===== src/rtl/code_check_pkg.sv =====
// Shared types and helpers for the keypad code checker family.
// Latency: n/a (types and constant functions only).
// Backpressure: n/a.
package code_check_pkg;

  // Checker FSM states, 3-bit encoded.
  typedef enum logic [2:0] {
    IDLE     = 3'd0,
    CHECK    = 3'd1,
    UNLOCKED = 3'd2,
    PROG     = 3'd3,
    LOCKOUT  = 3'd4
  } state_t;

  // Total width of a stored code: all digits packed, first digit in the MSBs.
  function automatic int code_w(input int num_digits, input int digit_w);
    return num_digits * digit_w;
  endfunction

endpackage


===== src/rtl/code_check_n_rise_detect.sv =====
// Rising-edge detector for a level keypad input; one pulse per 0->1 transition.
// Latency: pulse is combinational from the input, qualified by the previous-cycle sample.
// Backpressure: none; an input held high produces exactly one pulse.
module rise_detect (
  input  logic clk,
  input  logic rst,
  input  logic in,
  output logic pulse
);

  logic in_q;

  // Remember last cycle's level so only a fresh rise is reported.
  always_ff @(posedge clk) begin
    if (rst) in_q <= 1'b0;
    else     in_q <= in;
  end

  assign pulse = in & ~in_q;

endmodule


===== src/rtl/code_check_n.sv =====
// Keypad code checker: collects digits, verifies against a reprogrammable code, locks out after repeated failures.
// Latency: unlock or fail is registered one cycle after the edge that captures the last digit.
// Backpressure: none; digit strobes arriving in CHECK or LOCKOUT are dropped.
module code_check_n
  import code_check_pkg::*;
#(
  parameter int                            DIGIT_W        = 2,
  parameter int                            NUM_DIGITS     = 3,
  parameter logic [NUM_DIGITS*DIGIT_W-1:0] DEFAULT_CODE   = 6'b01_01_11,
  parameter int                            MAX_TRIES      = 3,
  parameter int                            LOCKOUT_CYCLES = 1000
) (
  input  logic                  clk,
  input  logic                  rst,
  input  logic                  mode,
  input  logic [DIGIT_W-1:0]    digit,
  input  logic                  enter,
  output logic [NUM_DIGITS-1:0] led_progress,
  output logic                  unlock,
  output logic                  clk_enb,
  output logic                  fail,
  output logic                  locked_out
);

  localparam int CODE_W = code_w(NUM_DIGITS, DIGIT_W);
  localparam int IDX_W  = $clog2(NUM_DIGITS + 1);
  localparam int TRY_W  = $clog2(MAX_TRIES + 1);
  localparam int CNT_W  = $clog2(LOCKOUT_CYCLES + 1);

  localparam logic [IDX_W-1:0] IDX_LAST = IDX_W'(NUM_DIGITS - 1);
  localparam logic [TRY_W-1:0] TRY_MAX  = TRY_W'(MAX_TRIES);
  localparam logic [CNT_W-1:0] CNT_LOAD = CNT_W'(LOCKOUT_CYCLES - 1);

  state_t              state;
  logic [IDX_W-1:0]    idx;
  logic [TRY_W-1:0]    tries;
  logic [CNT_W-1:0]    cnt;
  logic [CODE_W-1:0]   code_reg;
  logic [CODE_W-1:0]   buf_q;
  logic [CODE_W-1:0]   buf_next;
  logic [NUM_DIGITS-1:0] led_next;
  logic [TRY_W-1:0]    tries_inc;
  logic                epulse;

  rise_detect u_enter_rise (
    .clk   (clk),
    .rst   (rst),
    .in    (enter),
    .pulse (epulse)
  );

  // Buffer and LED image with the current digit dropped into slot idx.
  always_comb begin
    buf_next = buf_q;
    led_next = led_progress;
    for (int i = 0; i < NUM_DIGITS; i++) begin
      if (idx == IDX_W'(i)) begin
        buf_next[CODE_W-1-i*DIGIT_W -: DIGIT_W] = digit;
        led_next[i] = 1'b1;
      end
    end
  end

  // Failure count after one more miss, held at the ceiling.
  assign tries_inc = (tries == TRY_MAX) ? tries : tries + TRY_W'(1);

  // Checker FSM with registered status outputs.
  always_ff @(posedge clk) begin
    if (rst) begin
      state        <= IDLE;
      idx          <= '0;
      tries        <= '0;
      cnt          <= '0;
      code_reg     <= DEFAULT_CODE;
      buf_q        <= '0;
      led_progress <= '0;
      unlock       <= 1'b0;
      clk_enb      <= 1'b0;
      fail         <= 1'b0;
      locked_out   <= 1'b0;
    end else begin
      fail <= 1'b0;
      case (state)
        IDLE: begin
          if (epulse) begin
            buf_q        <= buf_next;
            led_progress <= led_next;
            idx          <= idx + IDX_W'(1);
            if (idx == IDX_LAST) state <= CHECK;
          end
        end

        CHECK: begin
          idx          <= '0;
          led_progress <= '0;
          if (buf_q == code_reg) begin
            state   <= UNLOCKED;
            unlock  <= 1'b1;
            clk_enb <= 1'b1;
            tries   <= '0;
          end else begin
            fail  <= 1'b1;
            tries <= tries_inc;
            if (tries_inc == TRY_MAX) begin
              state      <= LOCKOUT;
              locked_out <= 1'b1;
              cnt        <= CNT_LOAD;
            end else begin
              state <= IDLE;
            end
          end
        end

        UNLOCKED: begin
          if (epulse) begin
            if (!mode) begin
              // Relock: the strobing digit is discarded.
              state   <= IDLE;
              unlock  <= 1'b0;
              clk_enb <= 1'b0;
            end else if (idx == IDX_LAST) begin
              // Single-digit codes finish programming on the first digit.
              code_reg     <= buf_next;
              state        <= IDLE;
              unlock       <= 1'b0;
              clk_enb      <= 1'b0;
              led_progress <= '0;
              idx          <= '0;
            end else begin
              buf_q        <= buf_next;
              led_progress <= led_next;
              idx          <= idx + IDX_W'(1);
              state        <= PROG;
            end
          end
        end

        PROG: begin
          if (epulse) begin
            if (idx == IDX_LAST) begin
              // Commit includes the digit arriving on this very edge.
              code_reg     <= buf_next;
              buf_q        <= buf_next;
              state        <= IDLE;
              unlock       <= 1'b0;
              clk_enb      <= 1'b0;
              led_progress <= '0;
              idx          <= '0;
            end else begin
              buf_q        <= buf_next;
              led_progress <= led_next;
              idx          <= idx + IDX_W'(1);
            end
          end
        end

        LOCKOUT: begin
          if (cnt == '0) begin
            state      <= IDLE;
            tries      <= '0;
            locked_out <= 1'b0;
          end else begin
            cnt <= cnt - CNT_W'(1);
          end
        end

        default: state <= IDLE;
      endcase
    end
  end

endmodule


===== config.mk =====
export PLATFORM = sky130hd
export DESIGN_NAME = code_check_n
export DESIGN_NICKNAME = d
export VERILOG_FILES = /design/src/rtl/code_check_pkg.sv /design/src/rtl/code_check_n_rise_detect.sv /design/src/rtl/code_check_n.sv
export SDC_FILE = /design/constraint.sdc
export NUM_CORES = 1
export LEC_CHECK = 0
export CORE_ASPECT_RATIO = 0.8
export CORE_MARGIN = 2
export CORE_UTILIZATION = 30
export CTS_BUF_LIST = sky130_fd_sc_hd__clkbuf_8
export DETAILED_ROUTE_END_ITERATION = 7
export DONT_BUFFER_PORTS = 1
export PLACE_DENSITY = 0.42
export REMOVE_ABC_BUFFERS = 1
export SETUP_SLACK_MARGIN = 0.2
export SYNTH_ARGS = -nofsm -noshare
export SYNTH_HDL_FRONTEND = slang
export SYNTH_SLANG_ARGS = --single-unit

===== constraint.sdc =====
create_clock -name clk -period 3.3 [get_ports clk]
set_clock_uncertainty 0.2 [all_clocks]
set_input_delay 0.495 -clock clk [delete_from_list [all_inputs] [get_ports clk]]
set_output_delay 0.495 -clock clk [all_outputs]
set_load 0.01 [all_outputs]

==> results.toml <==
[status]
status = "completed"

[detailed_routing]
viasPerCell = 5.09
drt-total-wl_um = 4430
dr_total_vias = 1557
wl_per_cell_um = 14.5
first_iter_violations = 89
final_antenna_net_count = 0
detailedRoute.firstPassIterationCount = 4
drc_errors = 0

[die]
design.die.area_mm2 = 0.00720
coreArea_mm2 = 0.00634
num_rows = 26
ios = 13
start_util = 0.309
die_y_um = 76.3
die_w_um = 94.4

[min_path]
min-delay-start = "rst"
hold_depth = 1
hold_end = "cnt[4]"
hold_class = "in -> reg"

[global_routing]
grtUsageMet3 = 0.0307
globalRouteOverflowTotal = 0
grt_pass1_vias = 1478
busiest_layer = "met1"
grt_pass1_wl_um = 7450
use_met1 = 0.200
grtUsageTotal = 0.131
antenna_found_initial = 0
grt_max_degree = 29
use_met2 = 0.178

[job]
cap_violations = 0

[place]
gp_congestion = 0.775
pre_cts_ws_ns = 1.05
dpl.hpwl_um = 3150
io_buffer_count = 0

[clock_network]
htreeDepth = 2
clk_path_buf_depth = 2
clock_sinks = 37
ctsHoldBuffers = 0
tritoncts = "done"
clock_latency_ns = 0.29
cts_buffers = 5
clk_pin_slew_ns = 0.08
cts_root_buf = "clkbuf_8"
cts_resized = 0
cts_setup_buffers = 0

[timing]
fmax_mhz = 443
setup_viol = 0
setup_tns_ns = 0
fin_crit_ns = 2.26
final-hold-violation-count = 0
setup_slack_ns = 1.04
maxSlewViolCount = 0
grt_setup_unrepaired = "no"
period_share = 0.683
worstMarginPinSlew_ns = 0.644
slew-limit-headroom = 0.570

[yosys]
yosys_warnings = 0
synth-edff-count = 0
synth_area_leaders = "dfxtp_1 38%, nand2_1 5.6%, a21oi_1 4.3%"
synth.distinct_cells = 53
yosysSeqAreaShare = 0.378
syn_inst = 223
synth-seq-cells = 37
async_flop_share = 0
synth_area_leader_cell = "dfxtp_1"
netlist_area_mm2 = 0.00196
synth-main-ff-cell = "dfxtp_1"
synth_top_area_frac = 0.378
synth.avg_cell_area_um2 = 8.79

[worst_setup_path]
cp_max_fo = 10
rrSetupSlack_ns = 1.04
cp.arrival_ns = 2.24
worst_setup_path_end_kind = "register"
reg2regPathDepth = 7
crit_start = "idx[0]"
rr_endpoint = "buf_q[1]"
crit_type = "reg -> reg"
rr_startpoint = "idx[0]"
crit_required_ns = 3.28
worst_setup_path_start_kind = "register"

[layout]
post-route-util = 0.328
final_layout_size_suffix_gt1_frac = 0.113
nets = 231
largest_reg_flops = 10
nFillCells = 678
synthToLayoutAreaGrowth_pct = 6.07
num_antenna_cells = 0

[pwr]
p_per_area_mw_per_mm2 = 403
ir_drop_v = 0.000139
power_leakage_nw = 0.780
==> how the worst max path moves through the flow <==
| stage | endpoint | slack [ns] | cells after the start |
|---|---|---|---|
| floorplan | cnt[6] | 0.91 | 4 |
| global placement | cnt[6] | 1.08 | 5 |
| detailed placement | buf_q[0] | 1.05 | 7 |
| CTS | buf_q[0] | 1.04 | 7 |
| global route | buf_q[1] | 0.84 | 7 |
| finish | buf_q[1] | 1.04 | 7 |
==> cells by family (layout without fill, tap and decap cells) <==
family	after synthesis	in the layout	synth area share
AO/OA/AOI/OAI	59	59	0.245
multiplexers	4	4	0.0204
flip-flops	37	37	0.378
XOR/XNOR	6	6	0.0268
AND/OR/NAND/NOR	95	95	0.251
adder cells (fa/ha/maj)	4	4	0.0255
buffers and inverters	18	17	0.0530
==> cells in the mapped netlist, types with 2 or more instances <==
master	count
a31oi_1	2
buf_6	2
nor4_1	3
a32oi_1	2
xor2_1	6
a21oi_1	17
clkbuf_8	2
o21a_1	3
a211oi_2	3
o2111a_1	2
inv_1	7
nor3_1	6
nor3b_1	2
nand2b_1	5
dfxtp_1	37
o21ai_0	6
ha_1	4
and2_2	2
mux2i_1	4
nand2_1	29
or3_2	2
a211oi_1	4
nor2_1	17
clkbuf_1	5
o211ai_1	3
or3_1	2
a32o_1	2
nor2b_1	9
nand3_1	11
==> stage by stage <==
stage	hold WS, ns	cells	power, mW	area, um2
after floorplan	0.242	213	0.530	1890
after global placement	0.253	298	0.547	2000
after detailed placement	0.255	298	0.546	2000
after CTS	0.0557	306	0.848	2080
after global routing	0.0525	306	0.873	2080
final	0.0624	306	0.838	2080
==> critical path, stage by stage (launching register included) <==
cell	delay, ns
dfxtp_1	0.36
inv_1	0.09
ha_1	0.33
nand2b_1	0.25
a2111oi_4	0.58
nand2_1	0.17
nand2_1	0.10
a21oi_1	0.06
==> where the power goes <==
part | total (mW) | internal, mW | switching, mW | leakage, nW
Sequential | 0.465 | 0.456 | 0.00906 | 0.300
Clock | 0.303 | 0.141 | 0.162 | 0.0519
Combinational | 0.0699 | 0.0283 | 0.0415 | 0.428
==> final cells by class <==
type	instances	area, um2	share of cell area
Tap cell	84	105	0.0506
Clock inverter	3	11.3	0.00542
Multi-Input combinational cell	168	1110	0.536
Inverter	8	30.0	0.0144
Clock buffer	5	68.8	0.0331
Timing Repair Buffer	1	7.51	0.00361
Sequential cell	37	741	0.356
==> cell usage in the layout (no fill, tap or decap), types with 3 or more instances in the layout <==
cell	Yosys	layout
dfxtp_1	37	37
nand2_1	29	29
nor2_1	17	17
a21oi_1	17	17
nand3_1	11	11
inv_1	7	10
nor2b_1	9	9
nor3_1	6	6
xor2_1	6	6
o21ai_0	6	6
nand2b_1	5	5
clkbuf_8	2	5
mux2i_1	4	4
a211oi_1	4	4
ha_1	4	4
nor4_1	3	3
a211oi_2	3	3
o21a_1	3	3
o211ai_1	3	3
==> metal layers <==
metal	wire (um)	vias to the layer above
met5	0	-
met4	53	0
met3	144	5
met2	1820	20
met1	2410	734
li1	-	798
(Power assumes the default switching activity.)
